==> config.mk <==
export PLATFORM = sky130hd
export DESIGN_NAME = page_cache_ctrl
export DESIGN_NICKNAME = d
export VERILOG_FILES = /design/src/rtl/page_cache_ctrl.sv
export SDC_FILE = /design/constraint.sdc
export NUM_CORES = 1
export LEC_CHECK = 0
export ABC_AREA = 1
export BUFFER_PORTS_ARGS = -buffer_cell sky130_fd_sc_hd__buf_2
export CORE_AREA = 3 3 109 137
export DETAILED_ROUTE_END_ITERATION = 10
export DIE_AREA = 0 0 112 140
export PLACE_DENSITY = 0.78
export SYNTH_ARGS = -nofsm -noshare
export SYNTH_HDL_FRONTEND = slang
export SYNTH_SLANG_ARGS = --single-unit
==> constraint.sdc <==
create_clock -name fpgaClk -period 2.2 [get_ports fpgaClk]
set_clock_uncertainty 0.2 [all_clocks]
set_input_delay 0.22 -clock fpgaClk [delete_from_list [all_inputs] [get_ports fpgaClk]]
set_output_delay 0.22 -clock fpgaClk [all_outputs]
set_load 0.03 [all_outputs]
==> src/rtl/page_cache_ctrl.sv <==
// Page cache controller: maps 24-bit CPU addresses onto WAYS SRAM page slots,
// stretching phi2 while pages are written back to or loaded from DRAM.
module page_cache_ctrl #(
  parameter int  WAYS      = 4,
  parameter int  PAGE_BITS = 14,
  localparam int WAY_BITS  = $clog2(WAYS)
) (
  input  logic                 fpgaClk,
  input  logic                 reset,
  input  logic [15:0]          a,
  input  logic [7:0]           d,
  input  logic                 rw,
  output logic                 phi2,
  output logic [WAY_BITS-1:0]  sram_addr,
  output logic                 sram_ce,
  output logic                 sram_we,
  output logic                 flush_req,
  output logic [PAGE_BITS-1:0] flush_page,
  output logic [WAY_BITS-1:0]  flush_way,
  output logic                 fill_req,
  output logic [PAGE_BITS-1:0] fill_page,
  output logic [WAY_BITS-1:0]  fill_way,
  input  logic                 mem_ack,
  output logic [15:0]          hit_cnt,
  output logic [15:0]          miss_cnt,
  output logic [3:0]           state_dbg
);

  // Bit 3 of the encoding is phi2: high while the CPU is held mid-cycle.
  typedef enum logic [3:0] {
    S_IDLE     = 4'b0000,
    S_LATCH    = 4'b0001,
    S_LOOKUP   = 4'b1000,
    S_ACCESS   = 4'b1001,
    S_EVICT    = 4'b1100,
    S_FLUSH    = 4'b1101,
    S_FILL     = 4'b1110,
    S_FILLWAIT = 4'b1111
  } state_t;

  state_t               state_q, state_d;
  logic [23:0]          addr_q, addr_d;
  logic                 rw_q, rw_d;
  logic [PAGE_BITS-1:0] tag_q [WAYS];
  logic [PAGE_BITS-1:0] tag_d [WAYS];
  logic [WAYS-1:0]      valid_q, valid_d;
  logic [WAYS-1:0]      dirty_q, dirty_d;
  logic [WAY_BITS-1:0]  victim_q, victim_d;
  logic [15:0]          hit_cnt_q, hit_cnt_d;
  logic [15:0]          miss_cnt_q, miss_cnt_d;

  logic [PAGE_BITS-1:0] page;
  logic                 hit_any;
  logic [WAY_BITS-1:0]  hit_way;
  logic                 unused_offset_bits;

  assign page               = addr_q[23 -: PAGE_BITS];
  assign unused_offset_bits = ^addr_q[23-PAGE_BITS:0];

  // A page is only ever loaded into one way, so at most one tag matches.
  always_comb begin
    hit_any = 1'b0;
    hit_way = '0;
    for (int i = 0; i < WAYS; i++) begin
      if (valid_q[i] && (tag_q[i] == page)) begin
        hit_any = 1'b1;
        hit_way = WAY_BITS'(i);
      end
    end
  end

  // DRAM handshake: flush_req/fill_req stay high, with page and way stable,
  // until a single-cycle mem_ack; mem_ack in any other state has no effect.
  always_comb begin
    state_d    = state_q;
    addr_d     = addr_q;
    rw_d       = rw_q;
    tag_d      = tag_q;
    valid_d    = valid_q;
    dirty_d    = dirty_q;
    victim_d   = victim_q;
    hit_cnt_d  = hit_cnt_q;
    miss_cnt_d = miss_cnt_q;
    case (state_q)
      S_IDLE:  state_d = S_LATCH;
      S_LATCH: begin
        addr_d  = {d, a};
        rw_d    = rw;
        state_d = S_LOOKUP;
      end
      S_LOOKUP: begin
        if (hit_any) begin
          state_d = S_ACCESS;
          if (hit_cnt_q != 16'hFFFF) hit_cnt_d = hit_cnt_q + 16'd1;
        end else begin
          state_d = S_EVICT;
          if (miss_cnt_q != 16'hFFFF) miss_cnt_d = miss_cnt_q + 16'd1;
        end
      end
      S_ACCESS: begin
        if (!rw_q) dirty_d[hit_way] = 1'b1;
        state_d = S_IDLE;
      end
      S_EVICT: begin
        state_d = (valid_q[victim_q] && dirty_q[victim_q]) ? S_FLUSH : S_FILL;
      end
      S_FLUSH: begin
        if (mem_ack) begin
          dirty_d[victim_q] = 1'b0;
          state_d           = S_FILL;
        end
      end
      S_FILL: begin
        if (mem_ack) begin
          tag_d[victim_q]   = page;
          valid_d[victim_q] = 1'b1;
          dirty_d[victim_q] = 1'b0;
          victim_d          = victim_q + 1'b1;
          state_d           = S_FILLWAIT;
        end
      end
      S_FILLWAIT: state_d = S_ACCESS;
      default:    state_d = S_IDLE;
    endcase
  end

  always_ff @(posedge fpgaClk) begin
    if (reset) begin
      state_q    <= S_IDLE;
      addr_q     <= '0;
      rw_q       <= 1'b1;
      for (int i = 0; i < WAYS; i++) tag_q[i] <= '0;
      valid_q    <= '0;
      dirty_q    <= '0;
      victim_q   <= '0;
      hit_cnt_q  <= '0;
      miss_cnt_q <= '0;
    end else begin
      state_q    <= state_d;
      addr_q     <= addr_d;
      rw_q       <= rw_d;
      tag_q      <= tag_d;
      valid_q    <= valid_d;
      dirty_q    <= dirty_d;
      victim_q   <= victim_d;
      hit_cnt_q  <= hit_cnt_d;
      miss_cnt_q <= miss_cnt_d;
    end
  end

  assign phi2       = state_q[3];
  assign sram_addr  = ((state_q == S_LOOKUP) || (state_q == S_ACCESS)) ? hit_way : '0;
  assign sram_ce    = (state_q == S_ACCESS);
  assign sram_we    = (state_q == S_ACCESS) && !rw_q;
  assign flush_req  = (state_q == S_FLUSH);
  assign flush_page = tag_q[victim_q];
  assign flush_way  = victim_q;
  assign fill_req   = (state_q == S_FILL);
  assign fill_page  = page;
  assign fill_way   = victim_q;
  assign hit_cnt    = hit_cnt_q;
  assign miss_cnt   = miss_cnt_q;
  assign state_dbg  = state_q;

endmodule
Word level (Yosys, flattened, before mapping)
Cells that the tools add are included.
{"block": "word_totals", "wordCells": 93, "register_bits": 127, "output_inout_bits": 75}
{"block": "op_classes", "n_eq_ne": 17, "magnitude_cmp": 6, "muxes": 30, "n_reduce_logical": 19, "n_addsub": 3, "bitwise_logic": 6}
{"op": "$bwmux W56", "n": 1}
{"op": "$eq A14 B14 Y1", "n": 4}
{"op": "$mux W14", "n": 3}
{"op": "$add A16 B1 Y16 const B", "n": 2}
{"op": "$ne A16 B16 Y1 const B", "n": 2}
{"op": "$bmux W14 S2", "n": 1}
{"op": "$demux W14 S2", "n": 1}
{"op": "$pmux W4 S7", "n": 1}
{"op": "$eq A4 B4 Y1 const B", "n": 6}
{"op": "$mux W4", "n": 4}
{"op": "$logic_and A1 B1 Y1", "n": 9}
{"op": "$mux W1", "n": 9}
{"op": "$reduce_and A3 Y1", "n": 3}
{"op": "$mux W2", "n": 4}
{"op": "$or A4 B4 Y4", "n": 2}
{"op": "$pmux W4 S2", "n": 1}
{"op": "$lt A2 B3 Y1 const B", "n": 2}
{"op": "$ne A2 B1 Y1 const B", "n": 3}
{"op": "$and A4 B4 Y4", "n": 1}
{"op": "$bmux W1 S2", "n": 2}
{"op": "$demux W1 S2", "n": 2}
{"op": "$eq A4 B1 Y1 const B", "n": 1}
{"op": "$ge A2 B1 Y1 const B", "n": 2}
{"op": "$logic_not A4 Y1", "n": 1}
{"op": "13 further kinds", "n": 14}

Longest topological paths before layout
{"block": "depth", "ltp_word": 12, "depth_mapped": 16}

Worst setup path before layout
Ideal clock, no wire load.
{"block": "synth_path", "path_kind": "reg2reg", "startpoint": "register victim_q[0], in the netlist fill_way[0]", "endpoint": "register valid_q[0]", "path_slack_ns": -0.201, "path_stages_with_launch": 10, "n_path_buf": 5, "arrival_time_ns": 2.069, "path_cell_list": "dfxtp_1 > clkbuf_1 > inv_1 > clkbuf_1 > clkbuf_1 > ha_1 > nand2_1 > clkbuf_1 > buf_2 > a21oi_1"}
{"block": "synth_between", "elab_chain_len": 5, "word_cells_on_any_way": 6, "cone_classes": "2 x order compare; 2 x mux; 1 x bitwise; 1 x reduce/logical"}
{"item": "start: declaration", "line": "48", "rtl": "logic [WAY_BITS-1:0] victim_q, victim_d;"}
{"item": "start signal: assignment", "line": "145", "rtl": "victim_q <= victim_d;"}
{"item": "$lt A2 B3 Y1 (implied by the code) / $ge A2 B1 Y1 (equally long branches)", "line": "116", "rtl": "valid_d[victim_q] = 1'b1;"}
{"item": "$logic_and A1 B1 Y1 (implied by the code)", "line": "116"}
{"item": "$mux W1 (implied by the code)", "line": "116"}
{"item": "$demux W1 S2 *", "line": "116"}
{"item": "$or A4 B4 Y4 (no source line) *"}
{"item": "end signal: assignment", "line": "143", "rtl": "valid_q <= valid_d;"}
{"item": "end: declaration", "line": "46", "rtl": "logic [WAYS-1:0] valid_q, valid_d;"}
Mark *: on every way between the ends. The rest lies on a longest branch, timed or not.
A chain may end at the register's enable or synchronous reset.

Worst setup path in the final report
{"block": "layout_path", "startpoint": "register addr_q[19]", "endpoint": "output port sram_addr[1]"}
{"block": "layout_between", "elab_chain_len": 5, "word_cells_on_any_way": 7, "cone_classes": "2 x eq/ne; 3 x mux; 2 x reduce/logical"}
{"item": "start: declaration", "line": "42", "rtl": "logic [23:0] addr_q, addr_d;"}
{"item": "start signal: assignment", "line": "140", "rtl": "addr_q <= addr_d;"}
{"item": "$eq A14 B14 Y1", "line": "65", "rtl": "if (valid_q[i] && (tag_q[i] == page)) begin"}
{"item": "$logic_and A1 B1 Y1", "line": "65"}
{"item": "$mux W2", "line": "65"}
{"item": "$mux W2 *", "line": "65"}
{"item": "$mux W2 *", "line": "152", "rtl": "assign sram_addr = ((state_q == S_LOOKUP) || (state_q == S_ACCESS)) ? hit_way : '0;"}
{"item": "end: declaration", "line": "14", "rtl": "output logic [WAY_BITS-1:0] sram_addr,"}
Marks and branches as above.

==> run_results.csv <==
group,metric,value,unit
setup_path,start_kind,"register",
sta,maxSlewHeadroom,67.0,%
logic_synthesis,avgSynthCellArea,6.02,um^2
floorplanning,die_y,140,um
drt,vias,8423,
sta,grt_setup_unrepaired,"yes",
drt,wire_per_inst,16.5,um
logic_synthesis,synth_cells,1192,
logic_synthesis,synth_fp_nets,1226,
global_routing,gr-usage-all-layers,31.3,%
cells_and_area,antennaDiodeCount,0,
setup_path,critical_path_class,"reg -> out",
logic_synthesis,synthesis.area,7180,um^2
floorplanning,initial_core_util,52.2,%
setup_path,r2r-start,"addr_q[23]$_SDFFE_PP0P_",
pwr,swShare,34.4,%
cells_and_area,fillers,1128,
setup_path,reg2reg_to,"miss_cnt[0]$_SDFFE_PP0P_",
placement,detailed_place_hpwl,17300,um
pwr,power,8.15,mW
worst_hold_path,hold_start,"reset",
run,max_cap_violations,0,
sta,fmax,437,MHz
logic_synthesis,yosys_warnings,0,
sta,post-route-period-util,104,%
drt,drc,0,
sta,setup_viol,2,
global_routing,grt_overflow,0,
floorplanning,rows,48,
drt,drtAntennaViolNets,0,
drt,drt_wl_total,25300,um
sta,final_hold_viol_count,0,
floorplanning,core_area,13800,um^2
setup_path,r2r.worst_path.cells,15,
global_routing,grt_pass1_wl,39600,um
outcome,violations,"setup timing",
cells_and_area,regArea,2390,um^2
clock_tree,clock_sinks,117,
floorplanning,die-area,15700,um^2
logic_synthesis,yosys.cell_types.count,34,
logic_synthesis,async_flop_share,0,%
logic_synthesis,synth_top_flop_cell,"dfxtp_1",
sta,finalMaxSlewViolations,0,
setup_path,cp-end-kind,"primary output",
outcome,status,"complete, but fails checks",
drt,firstDrtPassIters,5,
pwr,p_seq_share,28.8,%
pwr,max-vdd-ir-drop,0.648,mV
drt,drtIter0Drc,716,
drt,highest_layer,"met4",
cells_and_area,layout.nets,1380,
drt,wl_met2,12500,um
placement,port_buffers,92,
pwr,pwr_density_cell,830,nW/um^2
global_routing,antenna_found_initial,0,
clock_tree,htreeDepth,4,
clock_tree,clkTransAtPathRegs,0.05,ns
global_routing,grt_max_degree,41,
sta,min_period,2.29,ns
setup_path,cp_max_fo,4,
clock_tree,root_buffer,"clkbuf_16",
setup_path,arrival,1.87,ns
placement,dp_slack,-0.0248,ns
logic_synthesis,ys_seq_area_share,32.6,%
worst_hold_path,hold_depth,4,
cells_and_area,area_growth,36.7,%
placement,place_congestion,0.994,
worst_hold_path,holdPathEnd,"tag_q[7]$_SDFFE_PP0P_",
sta,setup_slack,-0.0872,ns
clock_tree,clockBufferDepth,2,
logic_synthesis,synth-edff-count,0,
cells_and_area,drive_above_1_share,29.4,%
pwr,p_sw,2.81,mW
drt,drt-met1-wl,9850,um
logic_synthesis,synth-seq-cells,117,
pwr,clockPowerShare,38.1,%
pwr,power_report.internal_total,5.34,mW
clock_tree,cts_tree,"done",
setup_path,worstPathRequired,1.78,ns
pwr,pwr-share-comb,33.1,%
drt,wl_met3,1450,um
clock_tree,cts_buffers,17,
setup_path,ff2ff_setup_slack,0.05,ns
pwr,leakage,4.57,nW
floorplanning,num_io_pins,103,
cells_and_area,multiInputGateArea,4610,um^2
drt,viasPerCell,5.49,
sta,worstMarginPinSlew,0.495,ns
clock_tree,clk_latency,0.42,ns
floorplanning,die_x,112,um
global_routing,grt_pass1_vias,7936,
worst_hold_path,hold_class,"in -> reg",
## cell usage in the layout, fill, tap and decap left out, drive strengths merged
cell	netlist	layout
nand2	382	382
buf	24	175
a21oi	148	148
nor2	148	148
inv	124	125
dfxtp	117	117
o21ai	88	88
nand3	53	53
clkbuf	36	28
nand4	19	19
dlygate4sd3	0	16
xor2	14	14
nor3	12	12
xnor2	8	8
ha	6	6
bufinv	0	4
nand3b	3	3
o211ai	2	2
a31oi	2	2
clkinvlp	0	2
nor4b	1	1
o21bai	1	1
a21boi	1	1
a211oi	1	1
o21a	1	1
clkinv	1	1
## cell usage after synthesis, types with 6 or more instances
cell | instances | area share (%)
a21oi_1 | 139 | 9.7
a21oi_2 | 9 | 1.1
buf_2 | 7 | 0.49
buf_4 | 16 | 1.7
clkbuf_1 | 36 | 1.9
dfxtp_1 | 117 | 33
ha_1 | 6 | 1.0
inv_1 | 108 | 5.6
inv_2 | 16 | 0.84
nand2_1 | 379 | 20
nand3_1 | 52 | 3.6
nand4_1 | 18 | 1.6
nor2_1 | 145 | 7.6
nor3_1 | 11 | 0.77
o21ai_0 | 87 | 6.1
xnor2_1 | 8 | 0.98
xor2_1 | 14 | 1.7
## state kept, by name, indices dropped and copies added (netlist names)
name       count
miss_cnt      16
state_dbg      4
fill_way       2
addr_q        14
rw_q           1
tag_q         56
dirty_q        4
hit_cnt       16
valid_q        4
## power by group through the flow
stage	Clock [mW]	Sequential [mW]	Combinational, mW
global placement	0	2.35	2.07
detailed placement	0	2.35	2.08
floorplan	0	2.47	1.34
CTS	3.13	2.34	2.41
finish	3.10	2.35	2.69
global route	3.24	2.36	2.96
## metrics by stage
step                      hold WS [ns]  instance area (um^2)  instances  setup TNS, ns  utilization (%)
after floorplan                  0.174                  7190       1192              0                -
after global placement           0.259                  8080       1455              0             58.7
after detailed placement         0.264                  8080       1455         -0.248             58.7
after CTS                       0.0850                  9340       1523         -0.147             67.9
after global routing             0.142                  9810       1533          -1.35             71.3
final                            0.105                  9810       1533         -0.136             71.3
## cells by family after synthesis
kind of cell             count (synthesis)  share of synthesized area, %
adder cells (fa/ha/maj)                  6                          1.05
AO/OA/AOI/OAI                          244                          17.7
XOR/XNOR                                22                          2.68
flip-flops                             117                          32.6
buffers and inverters                  185                          10.8
AND/OR/NAND/NOR                        618                          35.1
## routing by layer
layer	track usage, %	vias to the layer above
met2	54.8	347
met1	35.5	3887
met3	5.01	85
met5	0	-
met4	19.0	0
li1	-	4104
## area by class of cell
cell class                 instances  share of cell area [%]
clock inverter                     7                    1.43
tap                              175                    2.23
timing repair buffer             195                    14.7
sequential                       117                    24.4
multi-input combinational        890                    47.0
clock buffer                      24                    5.32
inverter                         125                    4.89
## critical path, stage by stage, from the launching register on
cell and delay (ns):
dfxtp_4 0.37, buf_6 0.14, nand2_4 0.06, nand2_1 0.05
nor2_1 0.12, nand2_2 0.08, nor2_2 0.10, nand2_2 0.13
nand2_2 0.11, inv_2 0.05, nor2_4 0.08, buf_6 0.13
## worst max-delay path by stage
stage / from / endpoint / depth (start not counted)
2_1_floorplan: state_dbg[2]$_SDFFE_PP0P_ / tag_q[12]$_SDFFE_PP0P_ / 10
3_3_place_gp: addr_q[12]$_SDFFE_PP0P_ / miss_cnt[14]$_SDFFE_PP0P_ / 14
3_5_place_dp: addr_q[12]$_SDFFE_PP0P_ / miss_cnt[11]$_SDFFE_PP0P_ / 14
4_1_cts: addr_q[20]$_SDFFE_PP0P_ / sram_addr[1] / 10
5_1_grt: addr_q[15]$_SDFFE_PP0P_ / sram_addr[1] / 11
6_report: addr_q[19]$_SDFFE_PP0P_ / sram_addr[1] / 11
## repair_timing
item | 4_1_cts | 5_1_grt
gates resized for setup | 100 | 124
pin swaps | 30 | 44
hold endpoints to repair | 17 | 0
hold buffers | 16 | 0
endpoints found under the setup margin | 20 | 47
gates cloned | 0 | 1
buffers inserted | 21 | 9
(Power assumes the default switching activity.)
